### src/rtl/dpram_pkg.sv
// dpram_pkg
// Shared definitions for the dual-port arbitrated scratch RAM:
//   - default parameter widths (data, address, conflict counter)
//   - round-robin priority encoding (PRIO_A / PRIO_B)
package dpram_pkg;

  localparam int DATA_W_DEF = 8;
  localparam int ADDR_W_DEF = 4;
  localparam int CNT_W_DEF  = 8;

  typedef enum logic {
    PRIO_A = 1'b0,
    PRIO_B = 1'b1
  } prio_e;

endpackage

### src/rtl/dual_port_ram_arb_rr_arb2.sv
// rr_arb2
// Two-way round-robin arbiter for same-address conflicts.
// Ports:
//   clk, reset  : clock, synchronous active-low reset
//   hazard      : the two ports' addresses/opcodes collide (ignores req)
//   a_req/b_req : port requests
//   a_grant     : port A may proceed this cycle
//   b_grant     : port B may proceed this cycle
//   conflict    : both ports requesting into a hazard this cycle
// The priority pointer moves to the stalled port after every conflict,
// so a losing port waits at most one cycle.
module rr_arb2
  import dpram_pkg::*;
(
  input  logic clk,
  input  logic reset,
  input  logic hazard,
  input  logic a_req,
  input  logic b_req,
  output logic a_grant,
  output logic b_grant,
  output logic conflict
);

  prio_e prio;

  assign conflict = a_req && b_req && hazard;

  // Without a conflict both ports are granted; otherwise only the priority holder.
  assign a_grant = !conflict || (prio == PRIO_A);
  assign b_grant = !conflict || (prio == PRIO_B);

  // The loser of a conflict takes priority for the next conflict.
  always_ff @(posedge clk) begin
    if (!reset) begin
      prio <= PRIO_A;
    end else if (conflict) begin
      prio <= (prio == PRIO_A) ? PRIO_B : PRIO_A;
    end
  end

endmodule

### src/rtl/dual_port_ram_arb.sv
// dual_port_ram_arb
// True dual-port RAM with valid/ready handshakes per port and round-robin
// arbitration of same-address conflicts involving a write.
// Ports:
//   clk, reset            : clock, synchronous active-low reset
//   a_req/b_req           : request valid
//   a_we/b_we             : 1 = write, 0 = read
//   a_addr/b_addr         : word address
//   a_wdata/b_wdata       : write data
//   a_ready/b_ready       : request accepted this cycle (combinational)
//   a_rvalid/b_rvalid     : registered read-data strobe
//   a_rdata/b_rdata       : registered read data (holds last value)
//   conflict_cnt          : saturating count of stall cycles
// Build option DPRAM_WRITE_FWD_EN: read-vs-write collisions are not
// arbitrated; the reader receives the writer's data (write-first). Only
// write-write collisions stall.
module dual_port_ram_arb
  import dpram_pkg::*;
#(
  parameter int DATA_W = DATA_W_DEF,
  parameter int ADDR_W = ADDR_W_DEF,
  parameter int CNT_W  = CNT_W_DEF
) (
  input  logic              clk,
  input  logic              reset,
  input  logic              a_req,
  input  logic              a_we,
  input  logic [ADDR_W-1:0] a_addr,
  input  logic [DATA_W-1:0] a_wdata,
  input  logic              b_req,
  input  logic              b_we,
  input  logic [ADDR_W-1:0] b_addr,
  input  logic [DATA_W-1:0] b_wdata,
  output logic              a_ready,
  output logic              b_ready,
  output logic              a_rvalid,
  output logic              b_rvalid,
  output logic [DATA_W-1:0] a_rdata,
  output logic [DATA_W-1:0] b_rdata,
  output logic [CNT_W-1:0]  conflict_cnt
);

  localparam int DEPTH = 2 ** ADDR_W;
  localparam logic [CNT_W-1:0] CNT_MAX = {CNT_W{1'b1}};

  logic [DATA_W-1:0] mem [DEPTH];
  logic hazard, conflict, a_grant, b_grant, a_acc, b_acc;
  logic [DATA_W-1:0] a_rd_next, b_rd_next;

`ifdef DPRAM_WRITE_FWD_EN
  assign hazard = (a_addr == b_addr) && a_we && b_we;
`else
  assign hazard = (a_addr == b_addr) && (a_we || b_we);
`endif

  rr_arb2 u_arb (
    .clk      (clk),
    .reset    (reset),
    .hazard   (hazard),
    .a_req    (a_req),
    .b_req    (b_req),
    .a_grant  (a_grant),
    .b_grant  (b_grant),
    .conflict (conflict)
  );

  // Nothing is accepted while reset is asserted.
  assign a_ready = reset && a_grant;
  assign b_ready = reset && b_grant;
  assign a_acc   = a_req && a_ready;
  assign b_acc   = b_req && b_ready;

  // Arbitration guarantees two accepted writes never target the same word.
  always_ff @(posedge clk) begin
    if (a_acc && a_we) mem[a_addr] <= a_wdata;
    if (b_acc && b_we) mem[b_addr] <= b_wdata;
  end

  // Read data source; with forwarding a same-cycle write on the other port wins.
  always_comb begin
    a_rd_next = mem[a_addr];
    b_rd_next = mem[b_addr];
`ifdef DPRAM_WRITE_FWD_EN
    if (b_acc && b_we && (b_addr == a_addr)) a_rd_next = b_wdata;
    if (a_acc && a_we && (a_addr == b_addr)) b_rd_next = a_wdata;
`endif
  end

  always_ff @(posedge clk) begin
    if (!reset) begin
      a_rvalid <= 1'b0;
      b_rvalid <= 1'b0;
      a_rdata  <= '0;
      b_rdata  <= '0;
    end else begin
      a_rvalid <= a_acc && !a_we;
      b_rvalid <= b_acc && !b_we;
      if (a_acc && !a_we) a_rdata <= a_rd_next;
      if (b_acc && !b_we) b_rdata <= b_rd_next;
    end
  end

  always_ff @(posedge clk) begin
    if (!reset) begin
      conflict_cnt <= '0;
    end else if (conflict && (conflict_cnt != CNT_MAX)) begin
      conflict_cnt <= conflict_cnt + CNT_W'(1);
    end
  end

endmodule

### config.mk
export PLATFORM = sky130hd
export DESIGN_NAME = dual_port_ram_arb
export DESIGN_NICKNAME = d
export VERILOG_FILES = /design/src/rtl/dpram_pkg.sv /design/src/rtl/dual_port_ram_arb_rr_arb2.sv /design/src/rtl/dual_port_ram_arb.sv
export SDC_FILE = /design/constraint.sdc
export NUM_CORES = 1
export LEC_CHECK = 0
export ABC_AREA = 1
export ABC_CLOCK_PERIOD_IN_PS = 2100
export CORE_MARGIN = 3
export CORE_UTILIZATION = 25
export CTS_CLUSTER_DIAMETER = 60
export CTS_CLUSTER_SIZE = 24
export DETAILED_ROUTE_END_ITERATION = 8
export DONT_BUFFER_PORTS = 1
export PLACE_DENSITY_LB_ADDON = 0.12
export SETUP_SLACK_MARGIN = 0.4
export SLEW_MARGIN = 10
export SYNTH_ARGS = -nofsm -noshare
export SYNTH_HDL_FRONTEND = slang
export SYNTH_SLANG_ARGS = --single-unit
### constraint.sdc
create_clock -name clk -period 2.1 [get_ports clk]
set_input_delay 0.21 -clock clk [delete_from_list [all_inputs] [get_ports clk]]
set_output_delay 0.21 -clock clk [all_outputs]
set_load 0.02 [all_outputs]
Word-level counts from Yosys, hierarchy flattened
Memories as Yosys holds them, arrays and structs flattened. A register that Yosys moved wholly into a read port is not among the register bits. Cells that the tools add are included.

Register bits after elaboration: 11. Latch bits: 0. RAM bits: 128. Memory bits (read-only): 0. Output and inout port bits: 28. Memories kept: 1.

Memories: mem (words 16, width 8, read ports 2, clocked after memory_dff 2, write ports 2, RTL line dual_port_ram_arb.sv:46) `logic [DATA_W-1:0] mem [DEPTH];`.

$add $sub $neg: 1. Multipliers: 0. Divide/modulo/power cells: 0. Order comparisons: 0. Equality and inequality tests: 2. Shift-type cells: 0. Muxes and demuxes: 5. Bitwise gates (word level): 1. Reductions and logical operators: 20.

Operator list (count): $logic_and 1x1->1 (12); $add 8x1->8 const B (1); $ne 8x8->1 const B (1); $logic_not 1->1 (5); $mux 1 (5); $eq 4x4->1 (1); $logic_or 1x1->1 (3); $not 1->1 (1).

Depth between registers and ports, before layout
Depth in word-level cells: 10. Mapped depth: 12. Depth with buffers taken out: 10.

Cells and area by module
From an unflattened synthesis, not the netlist that was laid out.

Cell total of the unflattened synthesis: 1335. Area, all modules: 9444.1 um^2.

Modules (own cells, without submodules): dual_port_ram_arb (instances 1, cells each 1325, area an instance 9384.0 um^2, sequential area each 4364.2 um^2); rr_arb2 (instances 1, cells each 10, area an instance 60.1 um^2, sequential area each 20.0 um^2).

Worst setup path before layout
OpenSTA, ideal clock, no wires.

Path type: input to register. Start point: input b_addr[1]. End point: memory mem[4][0] in the netlist's numbering (enable). Library setup time: 329 ps. Arrival time: 1478 ps. Setup slack: 294 ps. Stages on the path: 12. Buffers on the path: 3. Cells stage by stage: buf_2 inv_2 nand2_1 nand2_1 nor2_1 nand4_2 nand3_2 nor2_4 buf_6 buf_2 nand2_1 nand2_1.

RTL lines: from (decl) (RTL line dual_port_ram_arb.sv:32) `input logic [ADDR_W-1:0] b_addr,`; to (decl) (RTL line dual_port_ram_arb.sv:46).

==> results.md <==
Run status:
- The run finished with clean final reports.

Place:
- The placed cell area is 10870 µm².
- The global placement routability congestion is 0.9110.
- The cell count after placement is 1787.
- The total half-perimeter wirelength after legalization and detailed placement is 27850 µm.
- OpenSTA, run right after detailed placement, puts the worst setup slack at 19.37 ps.
- The count of buffers inserted at the top-level ports is 0.

GRT:
- Summed over all layers, the global routing overflow is 0.
- The number of antenna violations at the first check in global routing is 2.
- The largest net degree at the start of global routing is 45.
- The via count of the first global-routing pass is 8904.
- The global-route wire length before repair is 62960 µm.
- The combined global-route utilization of all metal layers is 20.76%.

Drt:
- In this run, the number of DRC markers left after iteration 0 of detailed routing was 794.
- The via-per-instance ratio is 5.063.
- The first-pass iteration count of the detailed router is 7.
- In the final routed layout, each cell accounts on average for 23.86 µm.
- The remaining number of nets flagged by the antenna check after routing is 0.
- The sum of routed wire length over all layers is 44540 µm.
- Summing over every cut layer, the via total after detailed routing is 9452.
- In the routed design, unresolved DRC markers number 0.

Floorplan:
- The number of cell rows is 72.
- The top-level port count is 58.
- The die area is 42090 µm².
- The die boundary width is 205.2 µm.
- The core area is 38920 µm².
- For this configuration, the core starts out at a cell density of 25.48%.
- The height of the die is 205.2 µm.

Critical path:
- Data arrives at the worst endpoint at 1830 ps.
- Among cell families on the critical path, the largest total delay comes from simple AND/OR/NAND/NOR gates.
- The kind of start point of the critical path is a register.
- The launching element of the worst setup path is u_arb.prio.
- For this design, the slowest cell found on the critical path is dfxtp_2.
- The count of buffer and inverter cells on the critical path is 3.
- The worst-path maximum fanout is 8.
- Data on the critical path is required at its endpoint by 2250 ps.
- The kind of end point of the critical path is a register.
- The kind of critical path is register to register.
- Walking the worst path, the cells encountered are inv_4, nand4_4, nand3_2, nor2_4, buf_12, buf_6, nand2_1, nand2_4.
- The worst register-to-register path begins at u_arb.prio.
- The peak per-stage delay on the critical path is 350 ps.

CTS:
- Clock-pin slew was measured on the worst setup and hold paths at 70 ps.
- The cell sitting at the root of the clock tree is a clkbuf_16.
- TritonCTS built the clock tree.
- The H-tree generated during clock tree synthesis spans 4 levels.
- Counting the buffers created by CTS gives 17.
- Counting along the longest clock path gives a buffer depth of 2.
- The clock reaches the later pin of the worst-skew pair after 450 ps.
- The clock net in this run drives a total of 155 sinks.

STA:
- The worst relative slew slack is 16.11%.
- The final worst clock skew is 11.41 ps.
- Setup repair after global routing could not meet its margin everywhere.
- The final critical-path setup slack is 419.7 ps.
- The post-route setup TNS is 0 ps.
- The worst path needs 1680 ps of the cycle, external delays included.
- The worst path uses 80.01% of the clock period.
- Setup violations remaining at the end of the flow were counted as 0.
- The number of failing hold endpoints at the final stage is 0.
- The achievable clock frequency is 0.5951 GHz.
- The max-slew violation count is 0.
- For the pin with the worst max-slew slack, the measured transition is 1254 ps.
- On the final layout, the worst hold slack is 15.06 ps.

Finish:
- The final standard cell area without fillers is 12290 µm².
- The antenna diode instance count is 0.
- The share of post-route cells with drive strength above 1 is 14.53%.
- The number of nets in the finished design is 1367.
- The non-filler instance count after layout is 1867.
- The area overhead of the layout relative to synthesis is 23.94%.
- The core occupancy in the finished layout is 31.58%.
- The filler cells instantiated in the layout total 4151.

Hold path:
- The min-delay analysis places its worst path in the category input pin to register.
- The worst hold path begins at b_wdata[4].

Yosys:
- After synthesis the cells add up to 9916 µm².
- Counting every instance in the synthesized netlist gives 1294.
- The number of register bits inferred by synthesis is 155.
- During synthesis, Yosys emitted a total of 0 warnings.
- The number of distinct standard cells referenced by the synthesized netlist is 27.
- After synthesis, flip-flops and latches occupy 44.21% of the total area.
- The net count after synthesis is 1325.
- The average size of a mapped cell is 7.663 µm².

Power and ir drop:
- After layout, the design draws a total of 8.024 mW.
- Power spread over the standard cell area amounts to 652.9 nW/µm².
- IR analysis of the VDD net gives a maximum drop of 0.4797 mV.
- The leakage power is 4.740 nW.

Flow run:
- The tool flagged a number of max-cap violations equal to 0.
flip-flops by register name, indices dropped and copies added (netlist names):
register      count
u_arb.prio        1
a_rdata           8
a_rvalid          1
b_rdata           8
b_rvalid          1
conflict_cnt      8
mem             128
routing by layer:
layer	routed length, µm	track usage, %	up-vias
met4	1235	6.785	0
met1	20970	29.84	4560
met5	0	0	-
met3	2410	2.924	61
met2	19930	32.04	362
li1	-	-	4469
layout by cell type (no fill, tap or decap), drive strengths merged, types with 25 or more instances in the layout:
master,count
clkbuf,32
inv,126
nand4,25
o21bai,129
nand2,353
nand3,155
o21ai,146
buf,91
edfxtp,128
nor2,72
dfxtp,27
worst reg2reg max path, stage by stage (launching register included):
cell and delay [ps]:
dfxtp_2 350, inv_4 50, nand4_4 100, nand3_2 90
nor2_4 250, buf_12 190, buf_6 140, nand2_1 80
nand2_4 150
cell families (layout without fill, tap and decap cells):
family / Yosys count / after routing / share of synthesized area (%)
buffers and inverters: 214 / 269 / 8.972
DFF: 155 / 155 / 44.21
adders and majority gates: 1 / 1 / 0.1262
AOI/OAI and AO/OA: 315 / 315 / 19.76
and+or+nand+nor: 606 / 606 / 26.66
xor gates and xnor gates: 3 / 3 / 0.2650
power by group:
group	switching (mW)	internal, mW	leakage (nW)	total, mW
clock network	1.36	2.05	0.325	3.41
registers	0.0523	3.38	1.37	3.43
logic	0.790	0.388	3.04	1.18
total	2.20	5.82	4.74	8.02
synthesized netlist by cell type:
master    count  share of area (%)
nor2_2       17                1.1
a22oi_1      23                1.7
inv_2        10               0.38
nand2_1     353                 13
ha_1          1               0.13
nand3_2       1               0.10
o21ai_1       4               0.20
clkinv_1      1              0.038
clkbuf_1     35                1.3
nor2_1       49                1.9
buf_1        17               0.64
buf_6         1               0.11
a31oi_1       2               0.13
inv_1       115                4.4
a21oi_1      15               0.76
dfxtp_1      27                5.5
nand3_1     154                7.8
nand4_1      22                1.4
nand4_2       3               0.38
o21ai_0     142                7.2
edfxtp_1    128                 39
nor2_4        6               0.68
buf_4        14                1.1
nor3_1        1              0.050
o21bai_1    129                9.8
buf_2        21                1.1
xor2_1        3               0.27
worst paths after layout:
kind / end / slack (ps) / cells after the start
worst max-delay path: mem[12][5] / 420 / 8
worst min-delay path: mem[10][4] / 20 / 2
worst max register to register: mem[12][5] / 420 / 8
worst min register to register: u_arb.prio / 580 / 3
final cells by class:
class | instances | area, µm² | share of cell area, %
Multi-Input combinational cell | 925 | 4855 | 39.50
Sequential cell | 155 | 4387 | 35.70
Timing Repair Buffer | 111 | 1275 | 10.37
Tap cell | 518 | 648.1 | 5.274
Clock buffer | 25 | 581.8 | 4.734
Inverter | 126 | 475.5 | 3.869
Clock inverter | 7 | 67.56 | 0.5498
timing repair:
action                                  4_1_cts  5_1_grt
hold endpoints to repair                    131        0
hold buffers                                 18        0
endpoints found under the setup margin      112      160
gates resized for setup                       3       36
cloned                                        1        7
pin swaps                                     3       16
buffers inserted                              4       18
(Power assumes the default switching activity.)
